`src/rtl/nla_seq.sv`:
```
// Non-linear-approximation sequencer: streams x/coefficient pairs into an external MAC, then a NaN terminator, and returns the MAC result.
// Optional macro NLA_SEQ_WDOG_EN enables a WAIT-state watchdog that forces a timeout result and err_o pulse.
module nla_seq #(
    parameter int unsigned DATA_WIDTH  = 32,
    parameter int unsigned ADDR_LINES  = 5,
    parameter int unsigned WDOG_CYCLES = 256
) (
    input  logic                  clk_i,
    input  logic                  rst_i,
    input  logic                  req_valid_i,
    output logic                  req_ready_o,
    input  logic [DATA_WIDTH-1:0] x_i,
    input  logic                  mode_i,
    input  logic                  cfg_we_i,
    input  logic                  cfg_len_we_i,
    input  logic                  cfg_bank_i,
    input  logic [ADDR_LINES-1:0] cfg_addr_i,
    input  logic [DATA_WIDTH-1:0] cfg_data_i,
    output logic [DATA_WIDTH-1:0] signal_o,
    output logic [DATA_WIDTH-1:0] coeff_o,
    output logic                  mac_valid_o,
    output logic                  mode_o,
    input  logic                  full_mul_i,
    input  logic                  mac_done_i,
    input  logic [DATA_WIDTH-1:0] mac_result_i,
    output logic                  res_valid_o,
    output logic [DATA_WIDTH-1:0] res_o,
    output logic                  busy_o,
    output logic                  err_o
);
    localparam int unsigned DEPTH = 1 << ADDR_LINES;
    localparam logic [ADDR_LINES:0]   LEN_MAX  = (ADDR_LINES + 1)'(DEPTH);
    localparam logic [DATA_WIDTH-1:0] NAN_MARK = DATA_WIDTH'(32'h7F90_0000);
    localparam logic [DATA_WIDTH-1:0] TMO_RES  = DATA_WIDTH'(32'h7FC0_0000);

    typedef enum logic [2:0] {
        ST_IDLE,
        ST_ISSUE,
        ST_TERM,
        ST_WAIT,
        ST_DONE
    } state_t;

    state_t state_q, state_d;

    logic [DATA_WIDTH-1:0] coef_mem [2][DEPTH];
    logic [ADDR_LINES:0]   len_q [2];
    logic [ADDR_LINES-1:0] index_q;
    logic [DATA_WIDTH-1:0] x_q;
    logic [DATA_WIDTH-1:0] res_q;
    logic                  mode_q;

    logic                  in_idle;
    logic                  timeout;
    logic [ADDR_LINES:0]   len_req;
    logic [ADDR_LINES:0]   len_wr;

    assign in_idle = (state_q == ST_IDLE);
    assign len_req = len_q[mode_i];
    assign len_wr  = (cfg_data_i[ADDR_LINES:0] > LEN_MAX) ? LEN_MAX : cfg_data_i[ADDR_LINES:0];

`ifdef NLA_SEQ_WDOG_EN
    localparam int unsigned WD_W = $clog2(WDOG_CYCLES + 1);
    logic [WD_W-1:0] wdog_q;
    logic            err_q;

    assign timeout = (state_q == ST_WAIT) && !mac_done_i && (wdog_q == WD_W'(WDOG_CYCLES - 1));

    always_ff @(posedge clk_i) begin
        if (rst_i || state_q != ST_WAIT) begin
            wdog_q <= '0;
        end else begin
            wdog_q <= wdog_q + 1'b1;
        end
        err_q <= rst_i ? 1'b0 : timeout;
    end

    assign err_o = err_q;
`else
    assign timeout = 1'b0;
    assign err_o   = 1'b0;
`endif

    always_ff @(posedge clk_i) begin
        if (rst_i) begin
            state_q <= ST_IDLE;
        end else begin
            state_q <= state_d;
        end
    end

    always_comb begin
        state_d = state_q;
        unique case (state_q)
            ST_IDLE:  if (req_valid_i) state_d = (len_req == '0) ? ST_TERM : ST_ISSUE;
            ST_ISSUE: if (!full_mul_i && index_q == '0) state_d = ST_TERM;
            ST_TERM:  if (!full_mul_i) state_d = ST_WAIT;
            ST_WAIT:  if (mac_done_i || timeout) state_d = ST_DONE;
            ST_DONE:  state_d = ST_IDLE;
            default:  state_d = ST_IDLE;
        endcase
    end

    always_comb begin
        signal_o    = '0;
        coeff_o     = '0;
        mac_valid_o = 1'b0;
        unique case (state_q)
            ST_ISSUE: begin
                signal_o    = x_q;
                coeff_o     = coef_mem[mode_q][index_q];
                mac_valid_o = !full_mul_i;
            end
            ST_TERM: begin
                signal_o    = NAN_MARK;
                coeff_o     = NAN_MARK;
                mac_valid_o = !full_mul_i;
            end
            default: ;
        endcase
    end

    assign req_ready_o = in_idle;
    assign busy_o      = !in_idle;
    assign res_valid_o = (state_q == ST_DONE);
    assign mode_o      = in_idle ? 1'b0 : mode_q;
    assign res_o       = res_q;

    // Terms issue from the highest index down; a zero-length bank skips straight to the terminator.
    always_ff @(posedge clk_i) begin
        if (rst_i) begin
            index_q  <= '0;
            x_q      <= '0;
            mode_q   <= 1'b0;
            res_q    <= '0;
            len_q[0] <= '0;
            len_q[1] <= '0;
        end else begin
            if (in_idle && cfg_len_we_i) begin
                len_q[cfg_bank_i] <= len_wr;
            end
            unique case (state_q)
                ST_IDLE: begin
                    if (req_valid_i) begin
                        x_q     <= x_i;
                        mode_q  <= mode_i;
                        index_q <= (len_req == '0) ? '0 : ADDR_LINES'(len_req - 1'b1);
                    end
                end
                ST_ISSUE: begin
                    if (!full_mul_i && index_q != '0) begin
                        index_q <= index_q - 1'b1;
                    end
                end
                ST_WAIT: begin
                    if (mac_done_i) begin
                        res_q <= mac_result_i;
                    end else if (timeout) begin
                        res_q <= TMO_RES;
                    end
                end
                default: ;
            endcase
        end
    end

    always_ff @(posedge clk_i) begin
        if (in_idle && cfg_we_i) begin
            coef_mem[cfg_bank_i][cfg_addr_i] <= cfg_data_i;
        end
    end

endmodule

```
`config.mk`:
```
export PLATFORM = sky130hd
export DESIGN_NAME = nla_seq
export DESIGN_NICKNAME = d
export VERILOG_FILES = /design/src/rtl/nla_seq.sv
export SDC_FILE = /design/constraint.sdc
export NUM_CORES = 2
export LEC_CHECK = 0
export CORE_MARGIN = 5
export CORE_UTILIZATION = 50
export CTS_BUF_LIST = sky130_fd_sc_hd__clkbuf_16
export CTS_CLUSTER_DIAMETER = 120
export DETAILED_ROUTE_END_ITERATION = 16
export HOLD_SLACK_MARGIN = 0.05
export PLACE_DENSITY = 0.72
export SYNTH_ARGS = -nofsm -noshare
export SYNTH_HDL_FRONTEND = slang
export SYNTH_SLANG_ARGS = --single-unit
```
`constraint.sdc`:
```
create_clock -name clk_i -period 7.1 [get_ports clk_i]
set_input_delay 1.42 -clock clk_i [delete_from_list [all_inputs] [get_ports clk_i]]
set_output_delay 1.42 -clock clk_i [all_outputs]
set_load 0.1 [all_outputs]
```
==> impl_metrics.tcl <==
set metrics [dict create \
    die_w_um 417 \
    ant_nets 0 \
    grt_max_degree 87 \
    slowest_delay_ns 1.05 \
    first_pass_iters 6 \
    max_freq_mhz 150 \
    p_leak_uw 0.0295 \
    routed_wl_mm 226 \
    pin_count 212 \
    rows 149 \
    initial_utilization 0.502 \
    setup_ws_ns 0.416 \
    htreeDepth 4 \
    synth-seq-cells 2134 \
    overflow 0 \
    holdCritStartpoint "x_q[9]" \
    clk_pin_slew_worst_paths_ns 0.06 \
    setup_viol 0 \
    synth_nets 4138 \
    synth.avg_cell_area_sq_um 20.6 \
    yosysSeqAreaShare 0.765 \
    critPathKind "reg2out" \
    cp.arrival_ns 5.26 \
    post_cts_buffers 0 \
    power.total_uw 28200 \
    async_flop_share 0 \
    antenna_found_initial 22 \
    viasPerCell 6.46 \
    numCtsBuffers 204 \
    track_usage 0.258 \
    crit_path_top_delay_cell "a211oi_1" \
    cp_cell_sequence "buf_4 -> buf_4 -> mux4_2 -> mux2i_1 -> mux2i_1 -> a211oi_1 -> a211oi_1 -> buf_4" \
    hold_viol_final 0 \
    fin_nets 4475 \
    setup.worst_path.start_class "flop" \
    min_to "x_q[9]" \
    drive_gt1_frac 0.231 \
    ir_drop_mv 0.245 \
    finalSetupTns_ns 0 \
    hp-class "reg2reg" \
    holdPathStages 2 \
    crit_top_cell "buf_4" \
    crit_fanout 46 \
    drv_cap 0 \
    dp_hpwl_mm 133 \
    endpoint_kind "primary output" \
    yosysWarnings 0 \
    root_buffer "clkbuf_16" \
    area_delta_synth_final_pct 13.4 \
    syn_area_sq_um 82800 \
    cts_resized 0 \
    rr_worst_depth 6 \
    drc 0 \
    clk_latency_ns 0.84 \
    rrSetupSlack_ns 2.78 \
    rsz0062_at_grt "false" \
    cp.required_ns 5.68 \
    synthFlopType "edfxtp_1" \
    powerDensity_nw_per_um2 300 \
    vias 43500 \
    worstMarginPinSlew_ns 1.32 \
    io_buffers 210 \
    pre_cts_slack_ns 1.25 \
    grt_pass1_wl_mm 319 \
    clk_path_buf_depth 3 \
    syn_inst 4026 \
    status "complete, no violations" \
    synth_cell_type_count 78 \
    place.gp.congestion 0.813 \
    wl_per_cell_um 33.6 \
    rr_startpoint "state_q[2]" \
    cts_tree "yes" \
    r2r-end "coef_mem[1][685]" \
    grt_pass1_vias 43000 \
    drt-initial-drc-count 6674 \
    finClkSkew_ns 0.0217 \
    die_height_um 417 \
    clock_sinks 2134 \
    cts_hold_buf 0 \
    slew_headroom 0.119 \
    synth-edff-count 2060 \
    core_sq_um 165000 \
    slew_violations 0 \
    dieArea_sq_um 174000 \
    period_needed_ns 6.68 \
    min_period_over_period 0.941 \
]
## layer usage
layer  part of all wire  global-route usage  routed length [um]
met5            0.00031                   0                  71
met4              0.045               0.107               10200
met3               0.12              0.0609               27700
met2               0.48               0.414              108000
met1               0.35               0.344               80000
## state kept, by name, summed over array words and instances, names as in the netlist, named ones only
register and flops:
coef_mem 2048, len_q 12, mode_q 1, index_q 5
res_o 32, state_q 3, x_q 32
## worst max-delay path: cells and delay by family, from the launching register on
family,cells,cell delay [ns]
buf+inv,3,1.17
flops,1,0.96
compound gates,2,1.36
mux,3,0.86
## layout make-up
| cell class | count | area (sq um) |
|---|---|---|
| antenna | 10 | 25.0 |
| clock buffer | 207 | 5180 |
| clock inverter | 165 | 1140 |
| fill | 11900 | 70900 |
| inverter | 9 | 40.0 |
| multi-input combinational | 1646 | 18300 |
| sequential | 2134 | 63400 |
| tap | 2189 | 2740 |
| timing repair buffer | 368 | 3170 |
## power by group
| part | switching, uW | internal [uW] | leakage (uW) |
|---|---|---|---|
| Combinational | 2630 | 1220 | 0.00700 |
| Clock | 4600 | 5740 | 0.00334 |
| Sequential | 102 | 13900 | 0.0191 |
| Total | 7330 | 20800 | 0.0295 |
## cell usage in the layout, fill, tap and decap left out, types with 42 or more instances in the layout
master | synthesis | final
inv_1 | 7 | 64
clkinv_1 | 0 | 42
dfxtp_1 | 74 | 68
nor2_1 | 112 | 46
clkbuf_16 | 0 | 207
nor2_4 | 0 | 64
edfxtp_1 | 2060 | 2060
nand2_1 | 273 | 273
o22ai_1 | 46 | 46
buf_4 | 13 | 177
a21oi_1 | 116 | 116
mux4_2 | 429 | 429
clkdlybuf4s50_1 | 0 | 149
a22oi_1 | 66 | 66
mux2i_1 | 212 | 212
## worst max path at each step
stage          slack, ns  cells after the start  startpoint           to
2_1_floorplan       1.27                      8  index_q[1]  coeff_o[19]
3_3_place_gp        1.30                      8        flop  coeff_o[24]
3_5_place_dp        1.25                      8        flop  coeff_o[24]
4_1_cts             0.34                      8        flop  coeff_o[24]
5_1_grt             0.03                      8        flop  coeff_o[24]
6_report            0.42                      8        flop  coeff_o[24]
## synth_stat cells (12+ instances only)
library cell | number | area share
dfxtp_1 | 74 | 0.018
nor3_1 | 35 | 0.0021
a211oi_1 | 22 | 0.0020
a22oi_1 | 66 | 0.0060
mux2i_1 | 212 | 0.026
nor2_1 | 112 | 0.0051
a21oi_1 | 116 | 0.0070
edfxtp_1 | 2060 | 0.75
buf_1 | 12 | 0.00054
buf_8 | 14 | 0.0025
mux4_1 | 19 | 0.0060
and2_1 | 30 | 0.0023
o21ai_0 | 30 | 0.0018
mux4_2 | 429 | 0.12
nor2b_1 | 16 | 0.0012
o22ai_1 | 46 | 0.0035
o31ai_1 | 15 | 0.0014
and3_1 | 13 | 0.00098
clkbuf_1 | 99 | 0.0045
buf_6 | 45 | 0.0061
a221oi_1 | 12 | 0.0013
buf_4 | 13 | 0.0012
buf_2 | 39 | 0.0024
mux2_2 | 29 | 0.0039
nand3_1 | 35 | 0.0021
nand2_1 | 273 | 0.012
## cell families (layout without fill, tap and decap cells)
| logic type | after synthesis | after routing | share of synthesized area |
|---|---|---|---|
| muxes | 689 | 689 | 0.152 |
| and+or+nand+nor | 564 | 564 | 0.0305 |
| DFF | 2134 | 2134 | 0.765 |
| adders and majority gates | 2 | 2 | 0.000302 |
| xor gates and xnor gates | 5 | 5 | 0.000529 |
| buffers and inverters | 246 | 749 | 0.0204 |
| other | 1 | 11 | 0.0000453 |
| AOI/OAI and AO/OA | 385 | 385 | 0.0310 |
## metrics by stage
stage          cells  utilization  hold slack (ns)  cell area [sq um]
2_1_floorplan   4026            -            0.432              82800
5_1_grt         6722        0.570            0.475              93900
3_3_place_gp    6346        0.531            0.438              87600
6_report        6728        0.570            0.449              93900
4_1_cts         6718        0.570            0.453              93900
3_5_place_dp    6346        0.531            0.445              87600
No activity file was read; power rests on OpenSTA's default activity.
